## config.mk

```make
export PLATFORM = sky130hd
export DESIGN_NAME = spi_cfg_bridge
export DESIGN_NICKNAME = d
export VERILOG_FILES = /design/src/rtl/spi_cfg_bridge.sv
export SDC_FILE = /design/constraint.sdc
export NUM_CORES = 1
export LEC_CHECK = 0
export CAP_MARGIN = 40
export CORE_MARGIN = 2
export CORE_UTILIZATION = 40
export CTS_CLUSTER_SIZE = 14
export DETAILED_ROUTE_END_ITERATION = 8
export PLACE_DENSITY = 0.72
export REMOVE_ABC_BUFFERS = 1
export SLEW_MARGIN = 40
export SYNTH_ARGS = -nofsm -noshare
export SYNTH_HDL_FRONTEND = slang
export SYNTH_SLANG_ARGS = --single-unit
```

## constraint.sdc

```tcl
create_clock -name clk -period 4.4 [get_ports clk]
set_input_delay 1.32 -clock clk [delete_from_list [all_inputs] [get_ports clk]]
set_output_delay 1.32 -clock clk [all_outputs]
set_load 0.01 [all_outputs]
```

## src/rtl/spi_cfg_bridge.sv

```systemverilog
// rtl/spi_cfg_bridge.sv - SPI slave to config register bridge
// Receives {RW, address, data} frames MSB first on an asynchronous SPI link,
// issues one-cycle register writes or returns register read data on miso.
module spi_cfg_bridge #(
  parameter int ADDR_W = 3,
  parameter int DATA_W = 16
) (
  input  logic              clk,
  input  logic              reset,
  input  logic              sclk,
  input  logic              cs_n,
  input  logic              mosi,
  output logic              miso,
  output logic              cfg_write,
  output logic [ADDR_W-1:0] cfg_address,
  output logic [DATA_W-1:0] cfg_wdata,
  input  logic [DATA_W-1:0] cfg_rdata,
  output logic              frame_err
);

  localparam int FRAME_LEN = 1 + ADDR_W + DATA_W;
  localparam int HDR_LEN   = 1 + ADDR_W;
  localparam int CNT_W     = $clog2(FRAME_LEN + 1);

  typedef enum logic [2:0] {
    IDLE   = 3'd0,
    HDR    = 3'd1,
    DATA   = 3'd2,
    COMMIT = 3'd3,
    DONE   = 3'd4
  } state_t;

  state_t r_state;

  // Synchronizer stages plus one delayed copy for edge detection
  logic r_sclk_s1, r_sclk_s2, r_sclk_d;
  logic r_cs_s1, r_cs_s2, r_cs_d;
  logic r_mosi_s1, r_mosi_s2;

  // Counts cycles after reset so the synchronizer flush is not seen as a cs_n fall
  logic [1:0] r_settle;

  // The newest bit lives in mosi, so DATA_W-1 stored bits complete a data word
  logic [DATA_W-2:0] r_shift;
  logic [CNT_W-1:0]  r_bit_cnt;
  logic              r_rw;
  logic [1:0]        r_rd_dly;
  logic [DATA_W-1:0] r_tx;

  logic              r_miso;
  logic              r_cfg_write;
  logic [ADDR_W-1:0] r_cfg_address;
  logic [DATA_W-1:0] r_cfg_wdata;
  logic              r_frame_err;

  logic              w_sclk_rise;
  logic              w_sclk_fall;
  logic              w_cs_fall;
  logic [DATA_W-1:0] w_shift_next;

  assign w_sclk_rise  = r_sclk_s2 & ~r_sclk_d;
  assign w_sclk_fall  = ~r_sclk_s2 & r_sclk_d;
  assign w_cs_fall    = ~r_cs_s2 & r_cs_d & (r_settle == 2'd3);
  assign w_shift_next = {r_shift, r_mosi_s2};

  assign miso        = r_miso;
  assign cfg_write   = r_cfg_write;
  assign cfg_address = r_cfg_address;
  assign cfg_wdata   = r_cfg_wdata;
  assign frame_err   = r_frame_err;

  // Two-flop synchronizers; idle levels are cs_n high and sclk low
  always_ff @(posedge clk or posedge reset) begin
    if (reset) begin
      r_sclk_s1 <= 1'b0;
      r_sclk_s2 <= 1'b0;
      r_sclk_d  <= 1'b0;
      r_cs_s1   <= 1'b1;
      r_cs_s2   <= 1'b1;
      r_cs_d    <= 1'b1;
      r_mosi_s1 <= 1'b0;
      r_mosi_s2 <= 1'b0;
    end else begin
      r_sclk_s1 <= sclk;
      r_sclk_s2 <= r_sclk_s1;
      r_sclk_d  <= r_sclk_s2;
      r_cs_s1   <= cs_n;
      r_cs_s2   <= r_cs_s1;
      r_cs_d    <= r_cs_s2;
      r_mosi_s1 <= mosi;
      r_mosi_s2 <= r_mosi_s1;
    end
  end

  // Post-reset settle counter: a cs_n held low through reset must not start a frame
  always_ff @(posedge clk or posedge reset) begin
    if (reset) begin
      r_settle <= 2'd0;
    end else if (r_settle != 2'd3) begin
      r_settle <= r_settle + 2'd1;
    end
  end

  // Frame FSM: shifts in header and data, drives the register port and miso
  always_ff @(posedge clk or posedge reset) begin
    if (reset) begin
      r_state       <= IDLE;
      r_shift       <= '0;
      r_bit_cnt     <= '0;
      r_rw          <= 1'b0;
      r_rd_dly      <= 2'd0;
      r_tx          <= '0;
      r_miso        <= 1'b0;
      r_cfg_write   <= 1'b0;
      r_cfg_address <= '0;
      r_cfg_wdata   <= '0;
      r_frame_err   <= 1'b0;
    end else begin
      r_cfg_write <= 1'b0;
      r_frame_err <= 1'b0;
      case (r_state)
        IDLE: begin
          r_miso    <= 1'b0;
          r_bit_cnt <= '0;
          r_shift   <= '0;
          r_rd_dly  <= 2'd0;
          if (w_cs_fall) begin
            r_state <= HDR;
          end
        end
        HDR: begin
          if (r_cs_s2) begin
            r_state     <= IDLE;
            r_frame_err <= 1'b1;
          end else if (w_sclk_rise) begin
            r_shift   <= w_shift_next[DATA_W-2:0];
            r_bit_cnt <= r_bit_cnt + CNT_W'(1);
            if (r_bit_cnt == CNT_W'(HDR_LEN - 1)) begin
              r_cfg_address <= w_shift_next[ADDR_W-1:0];
              r_rw          <= w_shift_next[ADDR_W];
              // Read: address is out next cycle, rdata settles one cycle later
              if (!w_shift_next[ADDR_W]) begin
                r_rd_dly <= 2'd3;
              end
              r_state <= DATA;
            end
          end
        end
        DATA: begin
          if (r_cs_s2) begin
            r_state     <= IDLE;
            r_frame_err <= 1'b1;
            r_miso      <= 1'b0;
            r_rd_dly    <= 2'd0;
          end else begin
            if (w_sclk_rise) begin
              r_shift   <= w_shift_next[DATA_W-2:0];
              r_bit_cnt <= r_bit_cnt + CNT_W'(1);
              if (r_bit_cnt == CNT_W'(FRAME_LEN - 1)) begin
                if (r_rw) begin
                  r_cfg_write <= 1'b1;
                  r_cfg_wdata <= w_shift_next;
                end
                r_state <= COMMIT;
              end
            end
            if (w_sclk_fall && !r_rw) begin
              r_miso <= r_tx[DATA_W-1];
              r_tx   <= {r_tx[DATA_W-2:0], 1'b0};
            end
            // Load placed last so it takes precedence over a shift in the same cycle
            if (r_rd_dly != 2'd0) begin
              r_rd_dly <= r_rd_dly - 2'd1;
              if (r_rd_dly == 2'd1) begin
                r_tx <= cfg_rdata;
              end
            end
          end
        end
        COMMIT: begin
          if (w_sclk_fall) begin
            r_miso <= 1'b0;
          end
          r_state <= DONE;
        end
        DONE: begin
          // Extra clocks of an over-length frame are ignored; miso returns low
          if (w_sclk_fall) begin
            r_miso <= 1'b0;
          end
          if (r_cs_s2) begin
            r_miso  <= 1'b0;
            r_state <= IDLE;
          end
        end
        default: begin
          r_state <= IDLE;
        end
      endcase
    end
  end

endmodule

```

# Yosys cells after proc, flatten, opt, wreduce, memory -nomap -nowiden
# Cells that the tools add are included.
[op_classes]
addsub = 3
n_eq_ne = 23
n_mux = 37
bitwise = 7
n_reduce_logical = 15
[op_table]
columns = ["cell", "n"]
rows = [
  ["$mux 16", 3],
  ["$mux 15", 2],
  ["$pmux 15 s2", 1],
  ["$mux 3", 8],
  ["$ne 3x3->1 const B", 6],
  ["$ne 2x2->1 const B", 8],
  ["$pmux 3 s5", 1],
  ["$mux 2", 6],
  ["$reduce_and 6->1", 2],
  ["$mux 1", 11],
  ["$mux 5", 2],
  ["$pmux 5 s2", 1],
  ["$eq 3x2->1 const B", 2],
  ["$pmux 2 s3", 1],
  ["$add 5x1->5 const B", 1],
  ["$eq 5x2->1 const B", 1],
  ["$eq 5x5->1 const B", 1],
  ["$reduce_and 5->1", 1],
  ["$and 1x1->1", 4],
  ["$pmux 1 s4", 1],
  ["$reduce_and 2->1", 2],
  ["$reduce_and 4->1", 1],
  ["$reduce_bool 2->1", 2],
  ["$reduce_bool 4->1", 1],
  ["14 further kinds", 16],
]
[word_totals]
ff_bits = 74

# Longest topological paths before layout
[logic_depth]
ltp_word = 6
depth_mapped = 8
depth_no_buf = 6

# Worst setup path after synthesis
# No wires, ideal clock.
[synth_timing]
kind = "register -> output"
start = "register r_miso, in the netlist miso"
end = "output miso"
t_arrival_ns = 0.385
setup_slack_ns = 2.695
stages_incl_launch_ff = 1
cell_sequence = "dfrtp_1"
[synth_lines]
columns = ["item", "line", "rtl"]
rows = [
  ["start, declared", "50", "logic r_miso;"],
  ["start signal, assigned", "168", "r_miso <= r_tx[DATA_W-1];"],
  ["end, declared", "13", "output logic miso,"],
]
# No word-level cell between the ends.

# Worst setup path in the final report
[layout_timing]
start = "register r_cfg_wdata[1], in the netlist cfg_wdata[1]"
end = "output cfg_wdata[1]"
[layout_lines]
columns = ["item", "line", "rtl"]
rows = [
  ["start, declared", "53", "logic [DATA_W-1:0] r_cfg_wdata;"],
  ["start signal, assigned", "162", "r_cfg_wdata <= w_shift_next;"],
  ["end, declared", "16", "output logic [DATA_W-1:0] cfg_wdata,"],
]
# No word-level cell between the ends.

==> metrics.md <==
| Metric | Value |
|---|---|
| Syn_area_per_cell | around 13 um2 |
| Worst reg2reg path endpoint | r_tx[13] |
| Die height | 93.15 um |
| Post_cts resized | 0 |
| Commonest cells in the netlist | 71 x dfrtp_1, 22 x a21oi_1, 20 x nor2_1 |
| P per Cell Area | 348.0 nW/um2 |
| Number of synthesized flops with an enable pin | 0 |
| Max Fanout on Critical Path | 2 |
| CP delay by family, top | buffers and inverters |
| Net count, final | between 300 and 400 |
| Number of I/O pins | 43 |
| Synth top area share | 0.5588 |
| Min-delay worst type | reg2reg |
| Worst slew pin tran | 0.7360 ns |
| Mapped cell area | 3179 um2 |
| DPL Wire Length | 3847 um |
| Startpoint Class | register |
| Drt wl/cell | 14.59 um |
| Area Overhead vs Synth | 22.31% |
| YS warnings | 0 |
| Die area | 8677 um2 |
| Origin of the worst setup path | cfg_wdata[1] |
| Number of diodes | 0 |
| Drt drc | 0 |
| Max Freq | 385.5 MHz |
| Port Buf Inserts | 42 |
| Crit-path max cell delay | 0.54 ns |
| Initial Util | 0.4114 |
| Core Footprint | 7727 um2 |
| Largest net degree at the start of global routing | 75 |
| Via count | ~2100 |
| Main flop type after synthesis | dfrtp_1 |
| Mapped Cells | 249 |
| Vias per inst | 5.203 |
| Max VDD drop | 162.9 uV |
| CP cell instances | clkdlybuf4s50_1 |
| MaxCap Viol Count | 0 |
| RSZ-0062 raised after global routing | false |
| Die width | 93.15 um |
| Antenna violations before repair | 0 |
| Overall Power | around 1400 uW |
| First DRT Iteration DRCs | just over 80 |
| Critical Path AT | between 1 and 1.5 ns |
| Crit path to | cfg_wdata[1] |
| H-tree depth | 3 |
| Initial DRT Pass Iterations | 4 |
| Clock transition at path regs | 0.08 ns |
| Gr ovfl total | 0 |
| Final hold violation count | 0 |
| Root Driver | clkbuf_8 |
| Worst slew margin | 0.5094 |
| Worst skew pair latency | between 0.3 and 0.4 ns |
| Fillers | roughly 700 |
| First-pass GRT wire length | 9811 um |
| Seq/Total Area, Yosys | 0.5836 |
| Final setup fails | 0 |
| Share of cells above drive strength 1 | 0.1919 |
| Clk buf depth | 2 |
| Row cnt | 32 |
| CP endpoint kind | output pin |
| Period utilization | 0.5896 |
| Pins Over Slew Limit | 0 |
| CP max stage cell | clkdlybuf4s50_1 |
| Largest cells by area after synthesis | dfrtp_1 56%, mux2_4 4.7%, a22o_1 4.4% |
| CP bufs+invs | 1 |
| Worst R2R Setup Slack | around 2.2 ns |
| Post-CTS Setup Bufs | 0 |
| Req. time, crit path | 3.08 ns |
| Clock sinks | 74 |
| Routability cong. | approximately 0.75 |
| Fin crit period | 2.594 ns |
| Worst r2r path cells | 5 |
| Post-Route WL | slightly below 6000 um |
| Leading area contributor after synthesis | dfrtp_1 |
| Layout Skew | 0.01149 ns |
| Top-count cell post-synth | dfrtp_1 |
| Fin cells | 399 |
| Leak | between 0.0015 and 0.002 uW |
| CTS Buf Count | 9 |
| Reg2reg start | r_state[2] |
| Status | finished, final reports clean |
| CTS tree | yes |
| Vias in the first global route | a little over 2000 |
| CP Class | reg2out |
| Post-Place Cells | 383 |
| Hold_buf cts | 0 |
| Async set-reset flop share out of synthesis | 1.000 |
| Final ANT Viol Nets | 0 |
| Total track usage | 0.1468 |
| FF+latch count, synth | 74 |
| Levels on crit path | 1 |
| Setup_tns | 0 ns |
| Netlist cell types | 45 |
area by class of cell:
cell class / instances / area [um2] / area share
Tap cell: 102 / 127.6 / 0.03282
Clock inverter: 7 / 101.3 / 0.02606
Clock buffer: 9 / 123.9 / 0.03185
Multi-Input combinational cell: 154 / 1200 / 0.3086
Sequential cell: 74 / 1856 / 0.4772
Inverter: 7 / 26.28 / 0.006757
Timing Repair Buffer: 46 / 454.2 / 0.1168
metal layers:
layer  up-vias  part of all wire  GRT usage  wire, um
met5         -                 0          0         0
met4         0             0.012    0.06740        72
met3         7             0.042    0.04110       243
met2        41              0.47     0.2132      2749
met1      1031              0.47     0.2049      2755
li1        997                 -          -         -
per-stage QoR:
stage          setup WS (ns)  hold WS, ns    util  cell area, um2
6_report               1.806       0.3530  0.5032            3889
4_1_cts                1.793       0.3558  0.5032            3889
3_5_place_dp           2.087       0.3387  0.4741            3664
3_3_place_gp           1.845       0.3362  0.4717            3645
2_1_floorplan          1.203       0.3312       -            3082
5_1_grt                1.746       0.3678  0.5032            3889
sequential cells by signal (all words and copies together), names as in the netlist, 2 cells and up:
name,count
r_shift,15
cfg_address,3
cfg_wdata,16
r_tx,16
r_bit_cnt,5
r_state,3
r_settle,2
r_rd_dly,2
placed cells by master (no fill, tap or decap), types with 2 or more instances in the layout:
cell type	instances
mux2_4	10
clkdlybuf4s50_1	42
clkinvlp_4	2
nor4b_4	2
ha_1	4
a21oi_1	22
dfrtp_1	71
nand3_1	5
inv_1	6
nand2b_1	4
bufinv_16	2
buf_4	3
clkbuf_8	9
nor3_1	3
nand4b_1	2
mux2_2	12
nor2b_1	3
clkinv_4	2
nand2_1	6
nor2_1	20
o22ai_1	16
a22o_1	16
a22oi_1	2
or3_1	3
dfstp_2	3
o21ai_0	5
kinds of logic after synthesis:
logic type / after synthesis / synth area share
buffers and inverters: 21 / 0.03896
and+or+nand+nor: 58 / 0.1220
xor gates and xnor gates: 1 / 0.002755
adders and majority gates: 4 / 0.01574
AOI/OAI and AO/OA: 69 / 0.1472
DFF: 74 / 0.5836
muxes: 22 / 0.08973
report_power, final:
part	internal, uW	total (uW)	leakage (uW)	switching (uW)
Sequential	688	695	0.000915	7.54
Clock	323	584	0.000106	262
Combinational	33.3	73.9	0.000648	40.6
worst reg2reg max path: stages (launching register included):
cell,delay [ns]
dfrtp_1,0.57
nor4b_4,0.65
buf_4,0.29
a21boi_4,0.44
nor2_1,0.09
a21oi_1,0.15
worst min path at each step:
| stage | start | to | slack, ns | cells past startpoint |
|---|---|---|---|---|
| global route | r_cs_s1 | r_cs_s2 | 0.37 | 0 |
| global placement | r_sclk_s1 | r_sclk_s2 | 0.34 | 0 |
| CTS | r_sclk_s1 | r_sclk_s2 | 0.36 | 0 |
| finish | r_sclk_s1 | r_sclk_s2 | 0.35 | 0 |
| floorplan | r_mosi_s1 | r_mosi_s2 | 0.33 | 0 |
| detailed placement | r_sclk_s1 | r_sclk_s2 | 0.34 | 0 |
(Power assumes the default switching activity.)
